--- config.mk ---
export PLATFORM = sky130hd
export DESIGN_NAME = iloveyou_flow_gen_flat
export DESIGN_NICKNAME = d
export VERILOG_FILES = /design/src/rtl/iloveyou_flow_gen_pkg.sv /design/src/rtl/iloveyou_flow_gen_if.sv /design/src/rtl/iloveyou_flow_gen_lfsr.sv /design/src/rtl/iloveyou_flow_gen.sv /design/src/flat_wrapper.sv
export SDC_FILE = /design/constraint.sdc
export NUM_CORES = 1
export LEC_CHECK = 0
export CAP_MARGIN = 20
export CORE_AREA = 2 2 63 89
export CTS_CLUSTER_SIZE = 14
export DETAILED_ROUTE_END_ITERATION = 12
export DIE_AREA = 0 0 65 91
export GPL_ROUTABILITY_DRIVEN = 0
export PLACE_DENSITY = 0.7
export SLEW_MARGIN = 25
export SYNTH_ARGS = -nofsm -noshare
export SYNTH_HDL_FRONTEND = slang
export SYNTH_SLANG_ARGS = --single-unit
export TNS_END_PERCENT = 100
--- constraint.sdc ---
create_clock -name clk -period 4.05 [get_ports clk]
set_input_delay 1.0125 -clock clk [delete_from_list [all_inputs] [get_ports clk]]
set_output_delay 1.0125 -clock clk [all_outputs]
set_load 0.01 [all_outputs]
--- src/rtl/iloveyou_flow_gen_pkg.sv ---
// iloveyou_pkg: letter constants, word table and FSM states for the iloveyou flow generator
package iloveyou_pkg;
  localparam logic [7:0] L_I = 8'h49;
  localparam logic [7:0] L_L = 8'h4C;
  localparam logic [7:0] L_O = 8'h4F;
  localparam logic [7:0] L_V = 8'h56;
  localparam logic [7:0] L_E = 8'h45;
  localparam logic [7:0] L_Y = 8'h59;
  localparam logic [7:0] L_U = 8'h55;
  localparam int WORD_LEN = 8;
  localparam logic [7:0] CASE_OFS = 8'h20;
  localparam logic [7:0] WORD [0:WORD_LEN-1] = '{L_I, L_L, L_O, L_V, L_E, L_Y, L_O, L_U};
  typedef enum logic [1:0] {IDLE, SEND, GAP} state_t;
endpackage

--- src/rtl/iloveyou_flow_gen_if.sv ---
// iloveyou_flow_gen_if: valid/ready character-flow link between generator and checker
interface iloveyou_flow_gen_if;
  logic [7:0] out_flow;
  logic       out_valid;
  logic       out_ready;
  modport master(output out_flow, output out_valid, input out_ready);
  modport slave(input out_flow, input out_valid, output out_ready);
endinterface

--- src/rtl/iloveyou_flow_gen_lfsr.sv ---
// letter_lfsr: 8-bit Fibonacci LFSR mapped to uppercase filler letters that never start a match
module letter_lfsr #(
  parameter logic [7:0] SEED = 8'h5A
) (
  input  logic       clk,
  input  logic       rst,
  input  logic       adv,
  output logic [7:0] letter
);
  logic [7:0] lfsr;
  logic [4:0] v;
  logic [7:0] ch;
  always_ff @(posedge clk) begin
    if (rst) lfsr <= SEED;
    else if (adv) lfsr <= {lfsr[6:0], lfsr[7] ^ lfsr[5] ^ lfsr[4] ^ lfsr[3]};
  end
  assign v = lfsr[4:0] >= 5'd26 ? lfsr[4:0] - 5'd26 : lfsr[4:0];
  assign ch = 8'h41 + {3'b000, v};
  // 'I' would open a match in the checker, so it is folded onto 'Z'
  assign letter = ch == 8'h49 ? 8'h5A : ch;
endmodule

--- src/rtl/iloveyou_flow_gen.sv ---
// iloveyou_flow_gen: emits I-L-O-V-E-Y-O-U words with case control, gaps and repeats, filler while idle
module iloveyou_flow_gen
  import iloveyou_pkg::*;
#(
  parameter int         REPEAT = 1,
  parameter logic [7:0] SEED   = 8'h5A
) (
  input  logic                  clk,
  input  logic                  rst,
  input  logic                  start,
  input  logic [7:0]            case_mask,
  input  logic [3:0]            gap,
  input  logic                  filler_en,
  iloveyou_flow_gen_if.master   link,
  output logic                  busy,
  output logic                  done
);
  state_t     state;
  logic       start_pend, rst_q, stalled, done_q;
  logic       quiet, xfer, go, last, adv;
  logic [2:0] idx;
  logic [7:0] word, cm_q, filler, letter;
  logic [3:0] gcnt, gap_q;
  letter_lfsr #(.SEED(SEED)) u_lfsr (.clk(clk), .rst(rst), .adv(adv), .letter(filler));
  // outputs stay silent in the reset cycle and the one after it
  assign quiet = rst | rst_q;
  assign letter = WORD[idx] + (cm_q[idx] ? CASE_OFS : 8'h00);
  assign link.out_valid = !quiet && (state == SEND || (state == IDLE && (filler_en || stalled)));
  assign link.out_flow = quiet ? 8'h00 : state == SEND ? letter : link.out_valid ? filler : 8'h00;
  assign xfer = link.out_valid && link.out_ready;
  assign adv = state == IDLE && xfer;
  assign go = state == IDLE && (start || start_pend) && (!link.out_valid || link.out_ready);
  assign last = idx == 3'(WORD_LEN - 1) && word == 8'(REPEAT - 1);
  assign busy = !rst && state != IDLE;
  assign done = done_q && !rst;
  always_ff @(posedge clk) begin
    rst_q <= rst;
    if (rst) begin
      state      <= IDLE;
      start_pend <= 1'b0;
      idx        <= '0;
      word       <= '0;
      gcnt       <= '0;
      done_q     <= 1'b0;
      stalled    <= 1'b0;
      cm_q       <= '0;
      gap_q      <= '0;
    end else begin
      done_q  <= state == SEND && xfer && last;
      stalled <= state == IDLE && link.out_valid && !link.out_ready;
      if (state == IDLE && start) begin
        cm_q  <= case_mask;
        gap_q <= gap;
      end
      case (state)
        IDLE: begin
          start_pend <= go ? 1'b0 : start_pend | start;
          if (go) begin
            state <= SEND;
            idx   <= '0;
            word  <= '0;
          end
        end
        SEND: if (xfer) begin
          if (last) begin
            state <= IDLE;
            idx   <= '0;
            word  <= '0;
          end else begin
            idx <= idx + 3'd1;
            if (idx == 3'(WORD_LEN - 1)) word <= word + 8'd1;
            if (gap_q != 4'd0) begin
              state <= GAP;
              gcnt  <= gap_q;
            end
          end
        end
        GAP: begin
          gcnt <= gcnt - 4'd1;
          if (gcnt == 4'd1) state <= SEND;
        end
        default: state <= IDLE;
      endcase
    end
  end
endmodule

--- src/flat_wrapper.sv ---
// flat-port wrapper written by rule: the top's interface ports become plain ports
module iloveyou_flow_gen_flat import iloveyou_pkg::*;
#(
  parameter int         REPEAT = 1,
  parameter logic [7:0] SEED   = 8'h5A
)
  (clk, rst, start, case_mask, gap, filler_en, busy, done, link_out_flow, link_out_valid, link_out_ready);
  iloveyou_flow_gen_if link_i ();
  input  logic clk;
  input  logic rst;
  input  logic start;
  input  logic [7:0] case_mask;
  input  logic [3:0] gap;
  input  logic filler_en;
  output logic busy;
  output logic done;
  output wire logic [$bits(link_i.out_flow)-1:0] link_out_flow;
  output wire logic [$bits(link_i.out_valid)-1:0] link_out_valid;
  input wire logic [$bits(link_i.out_ready)-1:0] link_out_ready;
  assign link_out_flow = link_i.out_flow;
  assign link_out_valid = link_i.out_valid;
  assign link_i.out_ready = link_out_ready;
  iloveyou_flow_gen #(.REPEAT(REPEAT), .SEED(SEED)) u_core (.clk(clk), .rst(rst), .start(start), .case_mask(case_mask), .gap(gap), .filler_en(filler_en), .link(link_i), .busy(busy), .done(done));
endmodule
# Word level (Yosys, flattened, before mapping)
# Memory sizes are Yosys's and may differ from the RTL's.
# Cells that the tools add are included.
totals:
  regBits: 41
  rom_bits: 64
  inputBits: 17
  output_inout_bits: 11
  word_cells: 101
  n_memories: 1
classes:
  add_sub_neg: 6
  magnitude_cmp: 3
  n_eq_ne: 12
  n_mux: 30
  bitwise_logic: 6
  reduce_logical: 32
memory_table:
  columns: ["memory", "words", "width", "read_ports", "rd_clocked_by_memory_dff", "wr", "line_no", "rtl"]
  rows:
  - ["(no name shown)", 8, 8, 1, 0, 0, "iloveyou_flow_gen.sv:27", "assign letter = WORD[idx] + (cm_q[idx] ? CASE_OFS : 8'h00);"]
ops:
  columns: ["op", "n"]
  rows:
  - ["$mux 8", 10]
  - ["$pmux 8 s2", 1]
  - ["$logic_and 1x1->1", 14]
  - ["$mux 4", 3]
  - ["$reduce_and 4->1", 3]
  - ["$mux 2", 5]
  - ["$mux 3", 3]
  - ["$add 7x5->8 const A", 1]
  - ["$add 8x1->8 const B", 1]
  - ["$add 8x8->8", 1]
  - ["$eq 8x7->1 const B", 1]
  - ["$logic_not 8->1", 1]
  - ["$pmux 4 s2", 1]
  - ["$mux 6", 1]
  - ["$ne 2x1->1 const B", 3]
  - ["$ne 3x2->1 const B", 2]
  - ["$pmux 2 s3", 1]
  - ["$pmux 3 s2", 1]
  - ["$reduce_bool 2->1", 3]
  - ["$ge 5x5->1 const B", 1]
  - ["$mux 5", 1]
  - ["$sub 5x5->5 const B", 1]
  - ["$eq 4x1->1 const B", 1]
  - ["$ge 4x4->1 const B", 1]
  - ["other kinds (17)", 28]

# Longest topological paths before layout
# Gate-level depths: netlist (run 1).
logic_depth:
  ltp_word: 9
  depth_mapped: 14
  mapped_depth_nobuf: 12

# Cells and area by module
# A second synthesis (run 1) with hierarchy kept.
hier_totals:
  cells_unflattened: 332
  area_unflattened_um2: 2683.8
by_module_without_submodules:
  columns: ["module", "instances", "cells_per_inst", "area_each_um2", "seq_area_each_um2"]
  rows:
  - ["iloveyou_flow_gen", 1, 255, 2069.5, 660.6]
  - ["letter_lfsr", 1, 77, 614.3, 160.2]

# Worst setup path after synthesis (run 1)
# OpenSTA, ideal clock, no wires.
synth_timing:
  kind: "reg2out"
  start: "register u_core.u_lfsr.lfsr[2]"
  end: "output port link_out_flow[1]"
  t_arrival_ns: 2.439
  t_required_ns: 3.038
  path_slack_ns: 0.598
  path_stages_with_launch: 13
  n_path_buf: 2
  cell_sequence: "dfxtp_1 clkbuf_1 inv_2 ha_1 and3b_1 buf_6 nor2_1 a31oi_1 ha_1 o21ai_0 nor4_1 a2111oi_0 nor2_1"
synth_via:
  elab_chain_cells: 8
  word_cells_on_any_way: 9
  cone_classes: "add/sub: 2; order compare: 1; eq/ne: 1; mux: 5"
synth_lines:
  columns: ["item", "line_no", "rtl"]
  rows:
  - ["from (decl)", "iloveyou_flow_gen_lfsr.sv:10", "logic [7:0] lfsr;"]
  - ["from (signal assigned)", "iloveyou_flow_gen_lfsr.sv:15", "else if (adv) lfsr <= {lfsr[6:0], lfsr[7] ^ lfsr[5] ^ lfsr[4] ^ lfsr[3]};"]
  - ["$sub 5x5->5 / $ge 5x5->1 (equally long branches)", "iloveyou_flow_gen_lfsr.sv:17", "assign v = lfsr[4:0] >= 5'd26 ? lfsr[4:0] - 5'd26 : lfsr[4:0];"]
  - ["$mux 5 *", "iloveyou_flow_gen_lfsr.sv:17", null]
  - ["$add 7x5->8 *", "iloveyou_flow_gen_lfsr.sv:18", "assign ch = 8'h41 + {3'b000, v};"]
  - ["$eq 8x7->1", "iloveyou_flow_gen_lfsr.sv:20", "assign letter = ch == 8'h49 ? 8'h5A : ch;"]
  - ["$mux 8 *", "iloveyou_flow_gen_lfsr.sv:20", null]
  - ["$mux 8 * (3 in a row)", "iloveyou_flow_gen.sv:29", "assign link.out_flow = quiet ? 8'h00 : state == SEND ? letter : link.out_valid ? filler : 8'h00;"]
  - ["to (decl)", "flat_wrapper.sv:17", "output wire logic [$bits(link_i.out_flow)-1:0] link_out_flow;"]
# Every way passes the cells marked *; elsewhere a longest branch is shown, timed or not.

# Worst setup path in the final report (run 1)
layout_timing:
  start: "input port rst"
  end: "output port link_out_flow[5]"
layout_via:
  elab_chain_cells: 6
layout_lines:
  columns: ["item", "line_no", "rtl"]
  rows:
  - ["from (decl)", "flat_wrapper.sv:10", "input logic rst;"]
  - ["$or 1x1->1 *", "iloveyou_flow_gen.sv:26", "assign quiet = rst | rst_q;"]
  - ["$logic_not 1->1", "iloveyou_flow_gen.sv:28", "assign link.out_valid = !quiet && (state == SEND || (state == IDLE && (filler_en || stalled)));"]
  - ["$logic_and 1x1->1", "iloveyou_flow_gen.sv:28", null]
  - ["$mux 8 (2 in a row)", "iloveyou_flow_gen.sv:29", null]
  - ["$mux 8 *", "iloveyou_flow_gen.sv:29", null]
# Marks and branches as above.

==> results of run 1 <==
routing by layer:
layer / share of wire / vias up / global-route usage
met5: 0 / - / 0
met4: 0.026 / 0 / 0.0887
met3: 0.022 / 13 / 0.0359
met2: 0.54 / 31 / 0.385
met1: 0.41 / 1047 / 0.220
li1: - / 1151 / -
synthesized netlist by cell type, drive strengths merged (2+ instances only):
library cell and count:
nand2b 8, a211o 3, clkbuf 10, nor3 6, nand3 8, nor4 6
buf 8, nor2b 4, or2 2, nand2 51, a221oi 2, inv 13
ha 12, nand3b 3, o21ai 16, mux4 2, nor2 38, a22oi 3
and2 2, a2111oi 2, xor2 8, or3 3, xnor2 3, mux2i 3
nand4 6, and3 6, a21oi 23, dfxtp 41, a211oi 3, nor3b 2
registers in the layout, summed over array words and instances, names as in the netlist:
name / flops
u_core.word: 8
u_core.rst_q: 1
u_core.u_lfsr.lfsr: 8
u_core.start_pend: 1
u_core.done_q: 1
u_core.state: 2
u_core.idx: 3
u_core.stalled: 1
u_core.cm_q: 8
u_core.gcnt: 4
u_core.gap_q: 4
worst paths after layout:
kind	startpoint	end	slack, ns	cells past startpoint
setup / recovery	rst	link_out_flow[5]	0.10	7
setup reg to reg	u_core.state[0]	u_core.u_lfsr.lfsr[4]	1.89	8
hold reg to reg	u_core.cm_q[7]	u_core.cm_q[7]	0.46	2
hold / removal	u_core.cm_q[7]	u_core.cm_q[7]	0.46	2
worst max-delay path: cells and delay by family:
family / cells / cell delay, ns
compound gates: 1 / 0.07
buf+inv: 2 / 1.00
simple gates: 4 / 0.85
power by group through the flow:
stage	Sequential, W	Clock (W)	Combinational (W)
2_1_floorplan	0.000481	0	0.000328
3_3_place_gp	0.000513	0	0.000404
4_1_cts	0.000505	0.000309	0.000410
3_5_place_dp	0.000514	0	0.000409
5_1_grt	0.000516	0.000325	0.000469
6_report	0.000507	0.000298	0.000413
cell type report:
type,instances,area [µm²]
multi-input cells,243,1520
flip-flops and latches,41,821
clock buffers,7,96.3
inverters,13,48.8
clock inverters,1,8.76
well taps,66,82.6
fillers,480,2140
repair buffers,39,362
cells by family (layout without fill, tap and decap cells):
kind of cell / after synthesis / count (layout) / share of synthesized area
flip-flops: 41 / 41 / 0.333
adder cells (fa/ha/maj): 12 / 12 / 0.0609
AND/OR/NAND/NOR: 147 / 147 / 0.289
multiplexers: 6 / 6 / 0.0366
other: 1 / 1 / 0.00152
XOR/XNOR: 11 / 11 / 0.0391
AO/OA/AOI/OAI: 66 / 66 / 0.182
buffers and inverters: 31 / 60 / 0.0574
per-stage QoR:
step	std cells	utilization	worst slack, ns	hold WS, ns
after floorplan	315	-	0.598	0.432
after global routing	410	0.579	0.0138	0.477
after global placement	401	0.552	0.112	0.441
final	410	0.579	0.101	0.456
after detailed placement	401	0.552	0.0773	0.446
after CTS	409	0.574	0.00668	0.458
layout by cell type (no fill, tap or decap), drive strengths merged, types with 2 or more instances in the layout:
cell type / n
a2111oi: 2
a211o: 3
a211oi: 3
a21oi: 23
a221oi: 2
a22oi: 3
and2: 2
and3: 6
buf: 13
clkbuf: 7
clkdlybuf4s50: 23
dfxtp: 41
dlymetal6s2s: 2
ha: 12
inv: 14
mux2i: 3
mux4: 2
nand2: 51
nand2b: 8
nand3: 8
nand3b: 3
nand4: 6
nor2: 38
nor2b: 4
nor3: 6
nor3b: 2
nor4: 6
o21ai: 16
or2: 2
or3: 3
xnor2: 3
xor2: 8
repair_timing:
action / 4_1_cts / 5_1_grt
pin swaps: 0 / 3
endpoints found under the hold margin: 0 / 0
cloned: 0 / 0
setup endpoints to repair: 2 / 6
gates resized for setup: 3 / 6
setup buffers: 0 / 1
==> results.yml, run 1 <==
outcome:
  status: "complete, no violations"
routing:
  viasPerCell: 5.47
  dr.pass1.iters: 4
  wl_per_cell_um: 13.6
  num_vias: 2242
  routed_wl_um: 5580
  antenna_left: 0
  drc: 0
  drtIter0Drc: 88
job:
  maxCapViolations: 0
power_and_ir_drop:
  p_sw_frac: 0.355
  p_leak_nw: 1.14
  total_power_w: 0.00122
  power_frac_comb: 0.339
  switching_power_w: 0.000432
  clkPwrFrac: 0.245
  ir_drop_v: 0.000243
  power_density_nw_per_um2: 414
  internal-power_w: 0.000785
  seq_power_share: 0.416
yosys:
  ys_top_cells_by_area: "dfxtp_1 (33%), nand2_1 (7.8%), ha_1 (6.1%)"
  ys_ff_latch: 41
  synth_seq_area_share: 0.333
  synth_ff_type: "dfxtp_1"
  ys.warnings.count: 0
  synth_area_per_cell_um2: 7.82
  synth_top_area_frac: 0.333
  syn_area_um2: 2460
  ys_types: 60
  synth_area_leader_cell: "dfxtp_1"
  postSynth.asyncResetShare: 0
  postSynthCellCount: 315
  synth-edff-count: 0
  synth_fp_nets: 344
worst_setup_path:
  path_common_cell: "clkdlybuf4s50_1"
  start_kind: "primary input"
  cp.arrival_ns: 2.94
  cp_max_fo: 4
  slowest_stage: "clkdlybuf4s50_1"
  path_cells: "clkdlybuf4s50_1 -> nor3_2 -> nand2b_1 -> nor4_1 -> a21oi_1 -> nor2_1 -> clkdlybuf4s50_1"
  required_ns: 3.04
  crit_type: "primary input to output pin"
  cpPeakStageDelay_ns: 0.55
  crit_path_end_kind: "output pin"
grt:
  antenna_found_initial: 0
  grt_overflow_total: 0
  grt_pass1_vias: 2206
  grt_pass1_wl_um: 9670
  track_usage: 0.206
  grt_start_max_net_pins: 37
floorplan:
  rows: 31
  core-area_um2: 5080
  die_w_um: 65
  ioPinCount: 28
  dieArea_um2: 5920
  start_util: 0.485
  die_h_um: 91
clocking:
  cts_buffers: 5
  clk_pin_slew_ns: 0.08
  root_buffer: "clkbuf_8"
  cts.htree.levels: 2
  cts_hold_buf: 0
  clock_latency_ns: 0.29
  cts_tree: "yes"
  cts_sinks: 41
  cts_buffer_depth: 2
timing:
  rsz0062_at_grt: "no"
  period_needed_ns: 3.95
  worst_pin_slew_ns: 0.652
  fin_skew_ns: 0.00807
  drv_slew: 0
  report.final.hold_viol_count: 0
  clock.fmax_mhz: 253
  fin_setup_tns_ns: 0
  finalCritPeriodShare: 0.975
  relSlewSlack: 0.564
  setup_viol: 0
cells_and_area:
  num_antenna_cells: 0
  area.growth.synth_to_final_pct: 19.3
  fin_nets: 372
  drive_gt1_frac: 0.116
  final_area_um2: 2940
place:
  io_buffers: 26
  hpwl_um: 4200
  dpl_cell_area_um2: 2800
worst_hold_path:
  hold_path_class: "flop to flop"
No activity file was read; power rests on OpenSTA's default activity.
==> run 2: changes to the inputs <==
Settings changed: CELL_PAD_IN_SITES_DETAIL_PLACEMENT set to 0, CELL_PAD_IN_SITES_GLOBAL_PLACEMENT set to 2, CORE_AREA 2 2 63 89 to 2 2 74 105, DIE_AREA 0 0 65 91 to 0 0 76 107, PLACE_DENSITY 0.7 to not set, PLACE_DENSITY_LB_ADDON set to 0.1.
Clock period 4.05 ns to 4.9 ns, I/O delays scaled along.
==> results.yml, run 2 (synthesis results as in run 1) <==
outcome:
  status: "complete, no violations"
worst_setup_path:
  cp.arrival_ns: 3.30
  cpPeakStageDelay_ns: 0.55
  required_ns: 3.67
  cp_max_fo: 6
  crit_path_end_kind: "output pin"
  path_cells: "inv_1 -> ha_1 -> and3b_1 -> nor2_1 -> a31oi_1 -> ha_1 -> o21ai_0 -> nor4_1 -> a2111oi_0 -> nor2_1 -> clkdlybuf4s50_1"
  crit_type: "flop to output pin"
  start_kind: "flop"
  slowest_stage: "clkdlybuf4s50_1"
clocking:
  cts.htree.levels: 2
  cts_hold_buf: 0
  clock_latency_ns: 0.30
  cts_resized: 0
  cts_sinks: 41
  clk_pin_slew_ns: 0.09
  cts_buffers: 5
  cts_buffer_depth: 2
  cts_tree: "yes"
  root_buffer: "clkbuf_8"
  cts_setup_buffers: 0
routing:
  drtIter0Drc: 76
  wl_per_cell_um: 13.9
  antenna_left: 0
  viasPerCell: 5.10
  dr.pass1.iters: 4
  num_vias: 2214
  routed_wl_um: 6020
  drc: 0
timing:
  period_needed_ns: 4.53
  fin_setup_tns_ns: 0
  rsz0062_at_grt: "no"
  drv_slew: 0
  report.final.hold_viol_count: 0
  relSlewSlack: 0.548
  holdWs_ns: 0.452
  finalCritPeriodShare: 0.924
  clock.fmax_mhz: 221
  fin_skew_ns: 0.00888
  setup_viol: 0
  worst_pin_slew_ns: 0.676
grt:
  antenna_found_initial: 0
  grt_overflow_total: 0
  grt_start_max_net_pins: 32
  grt_pass1_wl_um: 10300
  grt_pass1_vias: 2208
  track_usage: 0.157
job:
  maxCapViolations: 0
cells_and_area:
  reg_top3: "u_core.cm_q (8), u_core.u_lfsr.lfsr (8), u_core.word (8)"
  area.growth.synth_to_final_pct: 18.1
  final_cell_mix: "nand2_1 (51), dfxtp_1 (41), nor2_1 (38)"
  final_common_cell: "nand2_1"
  num_antenna_cells: 0
  fill_cells: 750
  drive_gt1_frac: 0.0801
  fin_nets: 365
floorplan:
  core-area_um2: 7180
  start_util: 0.343
  die_h_um: 107
  dieArea_um2: 8130
  die_w_um: 76
  ioPinCount: 28
  rows: 37
power_and_ir_drop:
  seq_power_share: 0.411
  power_frac_comb: 0.321
  p_leak_nw: 1.07
  switching_power_w: 0.000359
  p_sw_frac: 0.352
  internal-power_w: 0.000662
  power_density_nw_per_um2: 351
  clkPwrFrac: 0.268
  ir_drop_v: 0.000172
worst_hold_path:
  hold_path_class: "flop to flop"
place:
  hpwl_um: 4560
  io_buffers: 26
run 2: cell count changes in the layout (fill, tap and decap cells not counted), moves of 2 or more:
cell,before,now
clkbuf_8,7,5
clkdlybuf4s50_1,23,26
buf_4,13,6
dlymetal6s2s_1,2,0
ha_2,2,0
ha_1,10,12
run 2: final timing paths:
check / endpoint / from / slack [ns] / depth (start not counted)
setup / recovery: link_out_flow[1] / u_core.u_lfsr.lfsr[1] / 0.37 / 11
hold / removal: u_core.cm_q[7] / u_core.cm_q[7] / 0.45 / 2
hold reg to reg: u_core.cm_q[7] / u_core.cm_q[7] / 0.45 / 2
setup reg to reg: u_core.gcnt[0] / u_core.idx[0] / 2.77 / 6
run 2: critical path, delay by kind of cell (launching register included):
family	cells	cell delay [ns]
and+or+nand+nor	4	1.08
buffers and inverters	2	0.62
AOI/OAI and AO/OA	3	0.51
adders and majority gates	2	0.43
DFF	1	0.36
run 2: routing by layer:
layer	part of all wire	wire length, µm	track usage
met1	0.42	2500	0.172
met2	0.53	3180	0.292
met3	0.032	193	0.0303
met4	0.023	138	0.0675
met5	0	0	0
run 2: stage by stage:
stage	worst slack, ns	std cells	utilization	power (W)	cell area [µm²]
after floorplan	1.24	315	-	0.000669	2460
after global placement	0.452	426	0.390	0.000763	2800
after detailed placement	0.436	426	0.390	0.000761	2800
after CTS	0.359	434	0.405	0.00104	2910
after global routing	0.189	434	0.405	0.00110	2910
final	0.373	434	0.405	0.00102	2910
run 2: power by group through the flow:
stage	Combinational (W)	Clock (W)	Sequential (W)
2_1_floorplan	0.000271	0	0.000398
3_5_place_dp	0.000333	0	0.000428
6_report	0.000328	0.000274	0.000419
5_1_grt	0.000374	0.000297	0.000427
3_3_place_gp	0.000334	0	0.000429
4_1_cts	0.000335	0.000285	0.000420
run 2: area by class of cell:
class | instances | area, µm² | share of cell area
multi-input cells | 243 | 1500 | 0.516
flip-flops and latches | 41 | 821 | 0.282
repair buffers | 32 | 305 | 0.105
well taps | 97 | 121 | 0.0417
clock buffers | 6 | 72.6 | 0.0249
inverters | 13 | 48.8 | 0.0168
clock inverters | 2 | 38.8 | 0.0133
==> run 3: changes to the inputs <==
Settings changed: SKIP_CTS_REPAIR_TIMING set to 1.
==> results of run 3 <==
No change in the layout: final DEF, timing and power equal those of run 2.
